File: config.mk
export PLATFORM = sky130hd
export DESIGN_NAME = ram_bank_scheduler_flat
export DESIGN_NICKNAME = d
export VERILOG_FILES = /design/src/rtl/ram_bank_scheduler_if.sv /design/src/rtl/ram_bank_scheduler.sv /design/src/flat_wrapper.sv
export SDC_FILE = /design/constraint.sdc
export NUM_CORES = 1
export LEC_CHECK = 0
export BUFFER_PORTS_ARGS = -buffer_cell sky130_fd_sc_hd__buf_4
export CORE_AREA = 3 3 98 100
export DETAILED_ROUTE_END_ITERATION = 8
export DIE_AREA = 0 0 101 103
export PLACE_DENSITY_LB_ADDON = 0.3
export SYNTH_ARGS = -nofsm -noshare
export SYNTH_HDL_FRONTEND = slang
export SYNTH_SLANG_ARGS = --single-unit
File: constraint.sdc
create_clock -name clk -period 2.51 [get_ports clk]
set_clock_uncertainty 0.15 [all_clocks]
set_input_delay 0.6275 -clock clk [delete_from_list [all_inputs] [get_ports clk]]
set_output_delay 0.6275 -clock clk [all_outputs]
set_load 0.05 [all_outputs]
File: src/rtl/ram_bank_scheduler_if.sv
// ram_bank_scheduler_if: loader, evolution, manual and VGA ports plus the four-RAM bus of the bank scheduler.
interface ram_bank_scheduler_if #(parameter int ADDR_W = 24);
    logic              ld_busy, ld_wr_en, ld_wr_val;
    logic [ADDR_W-1:0] ld_addr;
    logic              running, evo_tick, manual_active;
    logic [ADDR_W-1:0] man_addr;
    logic              man_wr_en, man_wr_val, man_rd_val;
    logic              round_go, round_abort;
    logic [ADDR_W-1:0] round_rd_addr, round_wr_addr;
    logic              round_wr_en, round_wr_val, round_done, round_rd_val;
    logic [ADDR_W-1:0] vga_addr;
    logic              vga_val;
    logic [ADDR_W-1:0] ram_addr [4];
    logic              ram_wren [4];
    logic              ram_rden [4];
    logic              ram_wdata [4];
    logic              ram_q [4];
    logic              front, overrun;
    logic [2:0]        state_o;

    modport slave (
        input  ld_busy, ld_addr, ld_wr_en, ld_wr_val, running, evo_tick, manual_active,
               man_addr, man_wr_en, man_wr_val, round_rd_addr, round_wr_addr,
               round_wr_en, round_wr_val, round_done, vga_addr, ram_q,
        output man_rd_val, round_go, round_abort, round_rd_val, vga_val,
               ram_addr, ram_wren, ram_rden, ram_wdata, front, state_o, overrun
    );

    modport master (
        output ld_busy, ld_addr, ld_wr_en, ld_wr_val, running, evo_tick, manual_active,
               man_addr, man_wr_en, man_wr_val, round_rd_addr, round_wr_addr,
               round_wr_en, round_wr_val, round_done, vga_addr, ram_q,
        input  man_rd_val, round_go, round_abort, round_rd_val, vga_val,
               ram_addr, ram_wren, ram_rden, ram_wdata, front, state_o, overrun
    );
endinterface

File: src/rtl/ram_bank_scheduler.sv
// ram_bank_scheduler: routes loader, evolution, manual and VGA traffic onto two ping-pong RAM pairs
// (RAM 2p evaluation copy, RAM 2p+1 display copy of pair p).
module ram_bank_scheduler #(
    parameter int ADDR_W = 24,
    parameter int CELLS  = 480000
) (
    input logic clk,
    input logic rst,
    ram_bank_scheduler_if.slave bus
);
    typedef enum logic [2:0] {IDLE = 3'd0, LOAD = 3'd1, EVOLVE = 3'd2, SWAP = 3'd3, EDIT = 3'd4} state_e;

    if (CELLS > 2 ** ADDR_W) begin : g_cells_chk
        $error("CELLS does not fit in ADDR_W address bits");
    end

    state_e            state_q, state_d, dly_state_q;
    logic              front_q, overrun_q, go_q, abort_q, vga_hold_q;
    logic              dly_vld_q, dly_front_q, dly_men_q;
    logic              man_wr;
    logic [ADDR_W-1:0] addr_d [4];

    assign man_wr = state_q == EDIT && bus.man_wr_en;

    always_comb begin
        state_d = IDLE;
        case (state_q)
            IDLE:    state_d = bus.ld_busy ? LOAD : bus.manual_active ? EDIT :
                               (bus.evo_tick && bus.running) ? EVOLVE : IDLE;
            LOAD:    state_d = bus.ld_busy ? LOAD : IDLE;
            EVOLVE:  state_d = bus.ld_busy ? LOAD : bus.round_done ? SWAP : EVOLVE;
            SWAP:    state_d = IDLE;
            EDIT:    state_d = bus.ld_busy ? LOAD : bus.manual_active ? EDIT : IDLE;
            default: state_d = IDLE;
        endcase
    end

    always_comb begin
        for (int i = 0; i < 4; i++) begin
            addr_d[i]        = '0;
            bus.ram_wren[i]  = 1'b0;
            bus.ram_rden[i]  = 1'b0;
            bus.ram_wdata[i] = 1'b0;
            if (state_q == LOAD || man_wr) begin
                addr_d[i]        = state_q == LOAD ? bus.ld_addr : bus.man_addr;
                bus.ram_wren[i]  = state_q == LOAD ? bus.ld_wr_en : 1'b1;
                bus.ram_wdata[i] = state_q == LOAD ? bus.ld_wr_val : bus.man_wr_val;
            end else if (i[1] != front_q) begin
                addr_d[i]        = state_q == EVOLVE ? bus.round_wr_addr : '0;
                bus.ram_wren[i]  = state_q == EVOLVE && bus.round_wr_en;
                bus.ram_wdata[i] = state_q == EVOLVE && bus.round_wr_val;
            end else begin
                addr_d[i]        = i[0] ? bus.vga_addr : state_q == EVOLVE ? bus.round_rd_addr : bus.man_addr;
                bus.ram_rden[i]  = 1'b1;
            end
        end
    end

    assign bus.ram_addr = addr_d;

    // Read data follows the routing of the cycle that issued the address, not the current one.
    assign bus.round_rd_val = dly_vld_q && bus.ram_q[{dly_front_q, 1'b0}];
    assign bus.man_rd_val   = dly_vld_q && bus.ram_q[{dly_front_q, 1'b0}];
    assign bus.vga_val      = (!dly_vld_q || state_q == LOAD || dly_state_q == LOAD) ? 1'b0 :
                              (dly_state_q == EDIT && dly_men_q) ? vga_hold_q : bus.ram_q[{dly_front_q, 1'b1}];

    assign bus.round_go    = go_q;
    assign bus.round_abort = abort_q;
    assign bus.front       = front_q;
    assign bus.overrun     = overrun_q;
    assign bus.state_o     = state_q;

    always_ff @(posedge clk or posedge rst) begin
        if (rst) begin
            state_q     <= IDLE;
            front_q     <= 1'b0;
            overrun_q   <= 1'b0;
            go_q        <= 1'b0;
            abort_q     <= 1'b0;
            vga_hold_q  <= 1'b0;
            dly_vld_q   <= 1'b0;
            dly_state_q <= IDLE;
            dly_front_q <= 1'b0;
            dly_men_q   <= 1'b0;
        end else begin
            state_q     <= state_d;
            front_q     <= front_q ^ (state_q == SWAP);
            overrun_q   <= overrun_q | (bus.evo_tick && bus.running && state_q != IDLE);
            go_q        <= state_q == IDLE && state_d == EVOLVE;
            abort_q     <= state_q == EVOLVE && bus.ld_busy;
            vga_hold_q  <= bus.vga_val;
            dly_vld_q   <= 1'b1;
            dly_state_q <= state_q;
            dly_front_q <= front_q;
            dly_men_q   <= bus.man_wr_en;
        end
    end
endmodule

File: src/flat_wrapper.sv
// flat-port wrapper written by rule: the top's interface ports become plain ports
module ram_bank_scheduler_flat 
#(
    parameter int ADDR_W = 24,
    parameter int CELLS  = 480000
)
  (clk, rst, bus_ld_busy, bus_ld_addr, bus_ld_wr_en, bus_ld_wr_val, bus_running, bus_evo_tick, bus_manual_active, bus_man_addr, bus_man_wr_en, bus_man_wr_val, bus_round_rd_addr, bus_round_wr_addr, bus_round_wr_en, bus_round_wr_val, bus_round_done, bus_vga_addr, bus_ram_q, bus_man_rd_val, bus_round_go, bus_round_abort, bus_round_rd_val, bus_vga_val, bus_ram_addr, bus_ram_wren, bus_ram_rden, bus_ram_wdata, bus_front, bus_state_o, bus_overrun);
  ram_bank_scheduler_if #(.ADDR_W(ADDR_W)) bus_i ();
  input logic clk;
  input logic rst;
  input wire logic [$bits(bus_i.ld_busy)-1:0] bus_ld_busy;
  input wire logic [$bits(bus_i.ld_addr)-1:0] bus_ld_addr;
  input wire logic [$bits(bus_i.ld_wr_en)-1:0] bus_ld_wr_en;
  input wire logic [$bits(bus_i.ld_wr_val)-1:0] bus_ld_wr_val;
  input wire logic [$bits(bus_i.running)-1:0] bus_running;
  input wire logic [$bits(bus_i.evo_tick)-1:0] bus_evo_tick;
  input wire logic [$bits(bus_i.manual_active)-1:0] bus_manual_active;
  input wire logic [$bits(bus_i.man_addr)-1:0] bus_man_addr;
  input wire logic [$bits(bus_i.man_wr_en)-1:0] bus_man_wr_en;
  input wire logic [$bits(bus_i.man_wr_val)-1:0] bus_man_wr_val;
  input wire logic [$bits(bus_i.round_rd_addr)-1:0] bus_round_rd_addr;
  input wire logic [$bits(bus_i.round_wr_addr)-1:0] bus_round_wr_addr;
  input wire logic [$bits(bus_i.round_wr_en)-1:0] bus_round_wr_en;
  input wire logic [$bits(bus_i.round_wr_val)-1:0] bus_round_wr_val;
  input wire logic [$bits(bus_i.round_done)-1:0] bus_round_done;
  input wire logic [$bits(bus_i.vga_addr)-1:0] bus_vga_addr;
  input wire logic [$bits(bus_i.ram_q)-1:0] bus_ram_q;
  output wire logic [$bits(bus_i.man_rd_val)-1:0] bus_man_rd_val;
  output wire logic [$bits(bus_i.round_go)-1:0] bus_round_go;
  output wire logic [$bits(bus_i.round_abort)-1:0] bus_round_abort;
  output wire logic [$bits(bus_i.round_rd_val)-1:0] bus_round_rd_val;
  output wire logic [$bits(bus_i.vga_val)-1:0] bus_vga_val;
  output wire logic [$bits(bus_i.ram_addr)-1:0] bus_ram_addr;
  output wire logic [$bits(bus_i.ram_wren)-1:0] bus_ram_wren;
  output wire logic [$bits(bus_i.ram_rden)-1:0] bus_ram_rden;
  output wire logic [$bits(bus_i.ram_wdata)-1:0] bus_ram_wdata;
  output wire logic [$bits(bus_i.front)-1:0] bus_front;
  output wire logic [$bits(bus_i.state_o)-1:0] bus_state_o;
  output wire logic [$bits(bus_i.overrun)-1:0] bus_overrun;
  assign bus_i.ld_busy = bus_ld_busy;
  assign bus_i.ld_addr = bus_ld_addr;
  assign bus_i.ld_wr_en = bus_ld_wr_en;
  assign bus_i.ld_wr_val = bus_ld_wr_val;
  assign bus_i.running = bus_running;
  assign bus_i.evo_tick = bus_evo_tick;
  assign bus_i.manual_active = bus_manual_active;
  assign bus_i.man_addr = bus_man_addr;
  assign bus_i.man_wr_en = bus_man_wr_en;
  assign bus_i.man_wr_val = bus_man_wr_val;
  assign bus_i.round_rd_addr = bus_round_rd_addr;
  assign bus_i.round_wr_addr = bus_round_wr_addr;
  assign bus_i.round_wr_en = bus_round_wr_en;
  assign bus_i.round_wr_val = bus_round_wr_val;
  assign bus_i.round_done = bus_round_done;
  assign bus_i.vga_addr = bus_vga_addr;
  assign bus_i.ram_q = {>>{bus_ram_q}};
  assign bus_man_rd_val = bus_i.man_rd_val;
  assign bus_round_go = bus_i.round_go;
  assign bus_round_abort = bus_i.round_abort;
  assign bus_round_rd_val = bus_i.round_rd_val;
  assign bus_vga_val = bus_i.vga_val;
  assign bus_ram_addr = {>>{bus_i.ram_addr}};
  assign bus_ram_wren = {>>{bus_i.ram_wren}};
  assign bus_ram_rden = {>>{bus_i.ram_rden}};
  assign bus_ram_wdata = {>>{bus_i.ram_wdata}};
  assign bus_front = bus_i.front;
  assign bus_state_o = bus_i.state_o;
  assign bus_overrun = bus_i.overrun;
  ram_bank_scheduler #(.ADDR_W(ADDR_W), .CELLS(CELLS)) u_core (.clk(clk), .rst(rst), .bus(bus_i));
endmodule
== Word-level counts from Yosys, hierarchy flattened ==
Cells that the tools add are included.

* Bits in registers: 14
* Output and inout port bits: 118
* Bits in latches: 0
* Memories kept: 0
* Memory bits (writable): 0
* ROM bits: 0

* Add/subtract/negate cells: 0
* Equal/unequal tests: 7
* Divide/modulo/power cells: 0
* Multiplexer cells: 42
* Reductions and logical operators: 15
* Shift operators: 0
* $lt $le $gt $ge: 2
* $mul: 0
* Bitwise gates (word level): 4

{| class="wikitable"
|+ Operators by type and width
! kind !! number
|-
| two-way mux 24 bit || 11
|-
| two-way mux 1 bit || 22
|-
| two-way mux 3 bit || 5
|-
| case mux 3 bit (4 select lines) || 1
|-
| equality test 3 x 2 -> 1 bit (second input constant) || 3
|-
| logical AND 1 bit || 9
|-
| equality test 3 x 1 -> 1 bit (second input constant) || 2
|-
| equality test 3 bit (second input constant) || 2
|-
| >= comparator 3 bit (second input constant) || 2
|-
| NOT 2 -> 3 bit || 2
|-
| binary-select mux 1 bit (select 2 bit) || 2
|-
| zero test 3 bit || 1
|-
| logical OR 1 bit || 3
|-
| nonzero test 3 bit || 1
|-
| two-way mux 2 bit || 1
|-
| zero test 1 bit || 1
|-
| OR 1 bit || 1
|-
| XOR 1 bit || 1
|}

== Logic depth before layout (Yosys ltp) ==
* Depth in word-level cells: 7
* Mapped depth: 6

== Least setup slack after synthesis ==
No wires, ideal clock.

* Path type: register to output
* Start point: reg u_core.state_q[0] (netlist: u_core.bus.state_o[0])
* End point: out bus_ram_wren[3]
* Setup slack: -1.179 ns
* Cell stages (with the launch flop): 7
* Arrival time: 2.911 ns
* Data required time: 1.732 ns
* Cell sequence: dfrtp_1 buf_4 buf_2 and2b_1 a21oi_1 o21ai_0 buf_4

* Longest elaborated chain between the ends: 4
* Elaborated cells on any way between the ends: 9
* Classes of those cells: eq/ne (3); mux (3); reduce/logical (3)

{| class="wikitable"
|+ Ends and longest elaborated chain
! element !! RTL line !! text
|-
| from (decl) || ram_bank_scheduler.sv:17 || <nowiki>state_e state_q, state_d, dly_state_q;</nowiki>
|-
| from (signal assigned) || ram_bank_scheduler.sv:86 || <nowiki>state_q <= state_d;</nowiki>
|-
| equality test 3 x 2 -> 1 bit or equality test 3 bit (tied branches) || n/a ||
|-
| logical AND 1 bit (on tied branches) || n/a ||
|-
| two-way mux 1 bit or logical OR 1 bit (tied branches) || n/a ||
|-
| two-way mux 1 bit (*) || n/a ||
|-
| to (decl) || flat_wrapper.sv:34 || <nowiki>output wire logic [$bits(bus_i.ram_wren)-1:0] bus_ram_wren;</nowiki>
|}

Every way passes the cells marked *; elsewhere a longest branch is shown, timed or not.

== Worst setup path after layout ==
* Start point: reg u_core.state_q[0] (netlist: u_core.bus.state_o[0])
* End point: out bus_ram_addr[72]

* Longest elaborated chain between the ends: 4
* Elaborated cells on any way between the ends: 10
* Classes of those cells: eq/ne (3); mux (5); reduce/logical (2)

{| class="wikitable"
|+ Ends and longest elaborated chain
! element !! RTL line !! text
|-
| equality test 3 x 2 -> 1 bit or equality test 3 bit (tied branches) || ram_bank_scheduler.sv:49, ram_bank_scheduler.sv:53, ram_bank_scheduler.sv:23 ||
|-
| two-way mux 24 bit (tied with other cells) || ram_bank_scheduler.sv:53 || <nowiki>addr_d[i] = i[0] ? bus.vga_addr : state_q == EVOLVE ? bus.round_rd_addr : bus.man_addr;</nowiki>
|-
| two-way mux 24 bit or logical OR 1 bit (tied branches) || ram_bank_scheduler.sv:48, ram_bank_scheduler.sv:44 ||
|-
| two-way mux 24 bit (*) || ram_bank_scheduler.sv:44 || <nowiki>if (state_q == LOAD || man_wr) begin</nowiki>
|-
| to (decl) || flat_wrapper.sv:33 || <nowiki>output wire logic [$bits(bus_i.ram_addr)-1:0] bus_ram_addr;</nowiki>
|}

Marked as above.

==> flow_summary_export.csv <==
group,metric,value,unit
run_status,outcome,"complete, but fails checks",
run_status,violations,"setup timing",
logic_synthesis,synthCells,366,
power,clkPwrFrac,5.8,%
sta,rsz0062_at_grt,"yes",
clocking,clkTransAtPathRegs,60,ps
power,power,3.71,mW
sta,max_freq,367,MHz
logic_synthesis,netlist_top_cells_area,"o211ai_1, dfrtp_1, mux2i_1",
critical_path,start_kind,"flip-flop",
place,dpl_cell_area,4950,µm²
sta,hold_viol,0,
logic_synthesis,avgSynthCellArea,7.56,µm²
logic_synthesis,synth_most_common_cell,"o211ai_1",
logic_synthesis,synthTopCellsByCount,"o211ai_1, nand2_1, inv_1, mux2i_1, and3b_1",
sta,tightest_slew,520,ps
grt,grt-ovfl-total,0,
logic_synthesis,ys_seq_elements,14,
die,die_h,103,µm
grt,grt_pass1_wl,19400,µm
critical_path,r2r_cells,5,
clocking,clk_latency,240,ps
critical_path,crit_slowest_cell,"dfrtp_2",
logic_synthesis,synth_edf_count,0,
logic_synthesis,yosysTopAreaCell,"o211ai_1",
clocking,cts_sinks,14,
place,dpl.hpwl,10300,µm
clocking,cts_buffers,3,
logic_synthesis,syn_area,2770,µm²
critical_path,cpPeakStageDelay,490,ps
die,start_util,31.6,%
logic_synthesis,ys_warn_count,0,
critical_path,end_kind,"output port",
clocking,h-tree-depth,1,
logic_synthesis,synth_cell_types,38,
power,internal_power,1.48,mW
sta,slew_headroom,65.3,%
critical_path,crit_buf_inv,3,
logic_synthesis,yosysTopAreaCellShare,26.1,%
run,cap_violations,0,
detailed_routing,initialDrtViolationCount,122,
power,pwr-share-seq,7.8,%
logic_synthesis,ys_seq_area_share,12.7,%
sta,report.final.slew_viol_count,0,
final_layout,drive_above_1_share,59.3,%
worst_hold_path,holdCritPathClass,"in -> async",
die,die_area,10400,µm²
sta,setup_viol,104,
critical_path,r2r_slack,830,ps
sta,fin_ws,-216,ps
place,post-place-ws,-33.5,ps
clocking,cts_tree,"done",
power,ir_worst_vdd,0.442,mV
clocking,cts.path.max_buffers,2,
critical_path,crit_fanout,7,
die,io_pins,255,
detailed_routing,vias,4032,
final_layout,final_cell_area,5670,µm²
final_layout,area_growth_syn_to_layout,105,%
grt,grtUsageTotal,23.0,%
power,power_leakage,2.73,nW
detailed_routing,routedWlPerCell,18.6,µm
place,gp_congestion,0.922,
critical_path,cp_cell_sequence,"nor3b_4 -> buf_6 -> buf_12 -> mux2i_4 -> o211ai_1 -> buf_4",
power,powerDensity,654,nW/µm²
detailed_routing,viasPerCell,5.49,
detailed_routing,first_pass_iters,4,
final_layout,nFillCells,737,
final_layout,antenna_cells,0,
detailed_routing,wirelength,13700,µm
critical_path,r2r-end,"u_core.vga_hold_q",
detailed_routing,final_antenna_net_count,0,
clocking,cts_root_buf,"clkbuf_8",
critical_path,worstReg2RegStart,"u_core.bus.state_o[0]",
sta,final.min_clock_period,2730,ps
critical_path,cp.required,1730,ps
die,coreArea,8760,µm²
detailed_routing,drc,0,
logic_synthesis,synth_fp_nets,503,
final_layout,final_nets,764,
logic_synthesis,async_flop_share,100,%
sta,fin_crit_sh,109,%
power,p_switching,2.23,mW
place,numPortBuffers,254,
die,die_w,101,µm
grt,grt_max_degree,29,
critical_path,cp.arrival,1950,ps
power,netSwitchingFraction,60.2,%
die,row_count,34,
grt,antenna_found_initial,0,
grt,grt_pass1_vias,3987,
sta,tns,-16540,ps
power,comb_power_share,86.4,%
critical_path,criticalPathCategory,"reg -> out",
logic_synthesis,synth-main-ff-cell,"dfrtp_1",
sta,hold_ws,279,ps
critical_path,crit_family,"buffers and inverters",
[kinds of logic (layout without fill, tap and decap cells)]
group                     count (synthesis)  in the layout  share of synthesized area, %
and+or+nand+nor                         120            120                          28.9
AOI/OAI and AO/OA                       131            131                          35.9
xor gates and xnor gates                  1              1                         0.317
muxes                                    27             27                          9.81
buffers and inverters                    72            332                          12.2
DFF                                      14             14                          12.7
other                                     1              1                         0.136
[registers in the layout, summed over array words and instances, names as in the netlist]
signal / count
u_core.dly_front_q: 1
u_core.bus.round_abort: 1
u_core.bus.overrun: 1
u_core.dly_state_q: 3
u_core.vga_hold_q: 1
u_core.dly_vld_q: 1
u_core.bus.front: 1
u_core.bus.round_go: 1
u_core.dly_men_q: 1
u_core.bus.state_o: 3
[how the worst max path moves through the flow]
stage | from | to | slack (ps) | depth (start not counted)
3_5_place_dp | bus_man_wr_en | bus_ram_addr[0] | -30 | 6
4_1_cts | u_core.bus.state_o[0] | bus_ram_addr[92] | -190 | 5
2_1_floorplan | u_core.bus.state_o[1] | bus_ram_addr[32] | -280 | 4
5_1_grt | u_core.bus.state_o[0] | bus_ram_addr[94] | -300 | 6
3_3_place_gp | bus_man_wr_en | bus_ram_addr[72] | 4 | 6
6_report | u_core.bus.state_o[0] | bus_ram_addr[72] | -220 | 6
[routing by layer]
| layer | global-route usage, % | up-vias | wire [µm] | share of wire, % |
|---|---|---|---|---|
| met5 | 0 | - | 0 | 0 |
| met3 | 3.92 | 20 | 1150 | 8.4 |
| li1 | - | 1925 | - | - |
| met2 | 44.3 | 204 | 7310 | 53 |
| met4 | 6.03 | 0 | 249 | 1.8 |
| met1 | 26.1 | 1883 | 4970 | 36 |
[area by class of cell]
cell class | count | area, µm² | area share [%]
Timing Repair Buffer | 298 | 2550 | 45.0
Sequential cell | 14 | 355 | 6.27
Multi-Input combinational cell | 280 | 2450 | 43.2
Tap cell | 108 | 135 | 2.38
Inverter | 30 | 121 | 2.14
Clock buffer | 4 | 55.1 | 0.971
[worst reg2reg max path, delay by kind of cell (launching register included)]
kind,cells,cell delay (ps)
buffers and inverters,2,300
AOI/OAI and AO/OA,1,80
DFF,1,480
and+or+nand+nor,2,570
[placed cells by master (no fill, tap or decap), types with 2 or more instances in the layout]
master     instances
and3b_1           23
and4b_1           23
buf_12             9
buf_4            259
buf_6             23
clkbuf_16          5
clkbuf_8           4
dfrtp_1           10
dfrtp_2            4
inv_1             28
mux2i_1           13
mux2i_2            3
mux2i_4           10
nand2_1           40
nand2_4           13
nand3_4            2
nor2_1             2
nor4_1             3
o211ai_1          96
o21ai_1            4
o21ai_2           19
o22ai_4            3
[power groups by stage]
| stage | Sequential, mW | Combinational, mW | Clock (mW) |
|---|---|---|---|
| finish | 0.288 | 3.20 | 0.215 |
| global route | 0.292 | 3.34 | 0.228 |
| CTS | 0.288 | 3.12 | 0.219 |
| detailed placement | 0.287 | 3.02 | 0 |
| global placement | 0.287 | 2.99 | 0 |
| floorplan | 0.327 | 2.01 | 0 |
[stage by stage]
step | cells | utilization, %
2_1_floorplan | 366 | -
3_3_place_gp | 712 | 56.5
3_5_place_dp | 712 | 56.5
4_1_cts | 721 | 59.5
5_1_grt | 734 | 64.7
6_report | 734 | 64.7
[what timing repair did]
action / CTS / global route
hold buffers: 0 / 0
resized for setup: 41 / 55
setup endpoints to repair: 109 / 109
setup buffers: 3 / 7
pin swaps: 9 / 17
cloned: 2 / 6
Power figures use the tool's default switching activity.
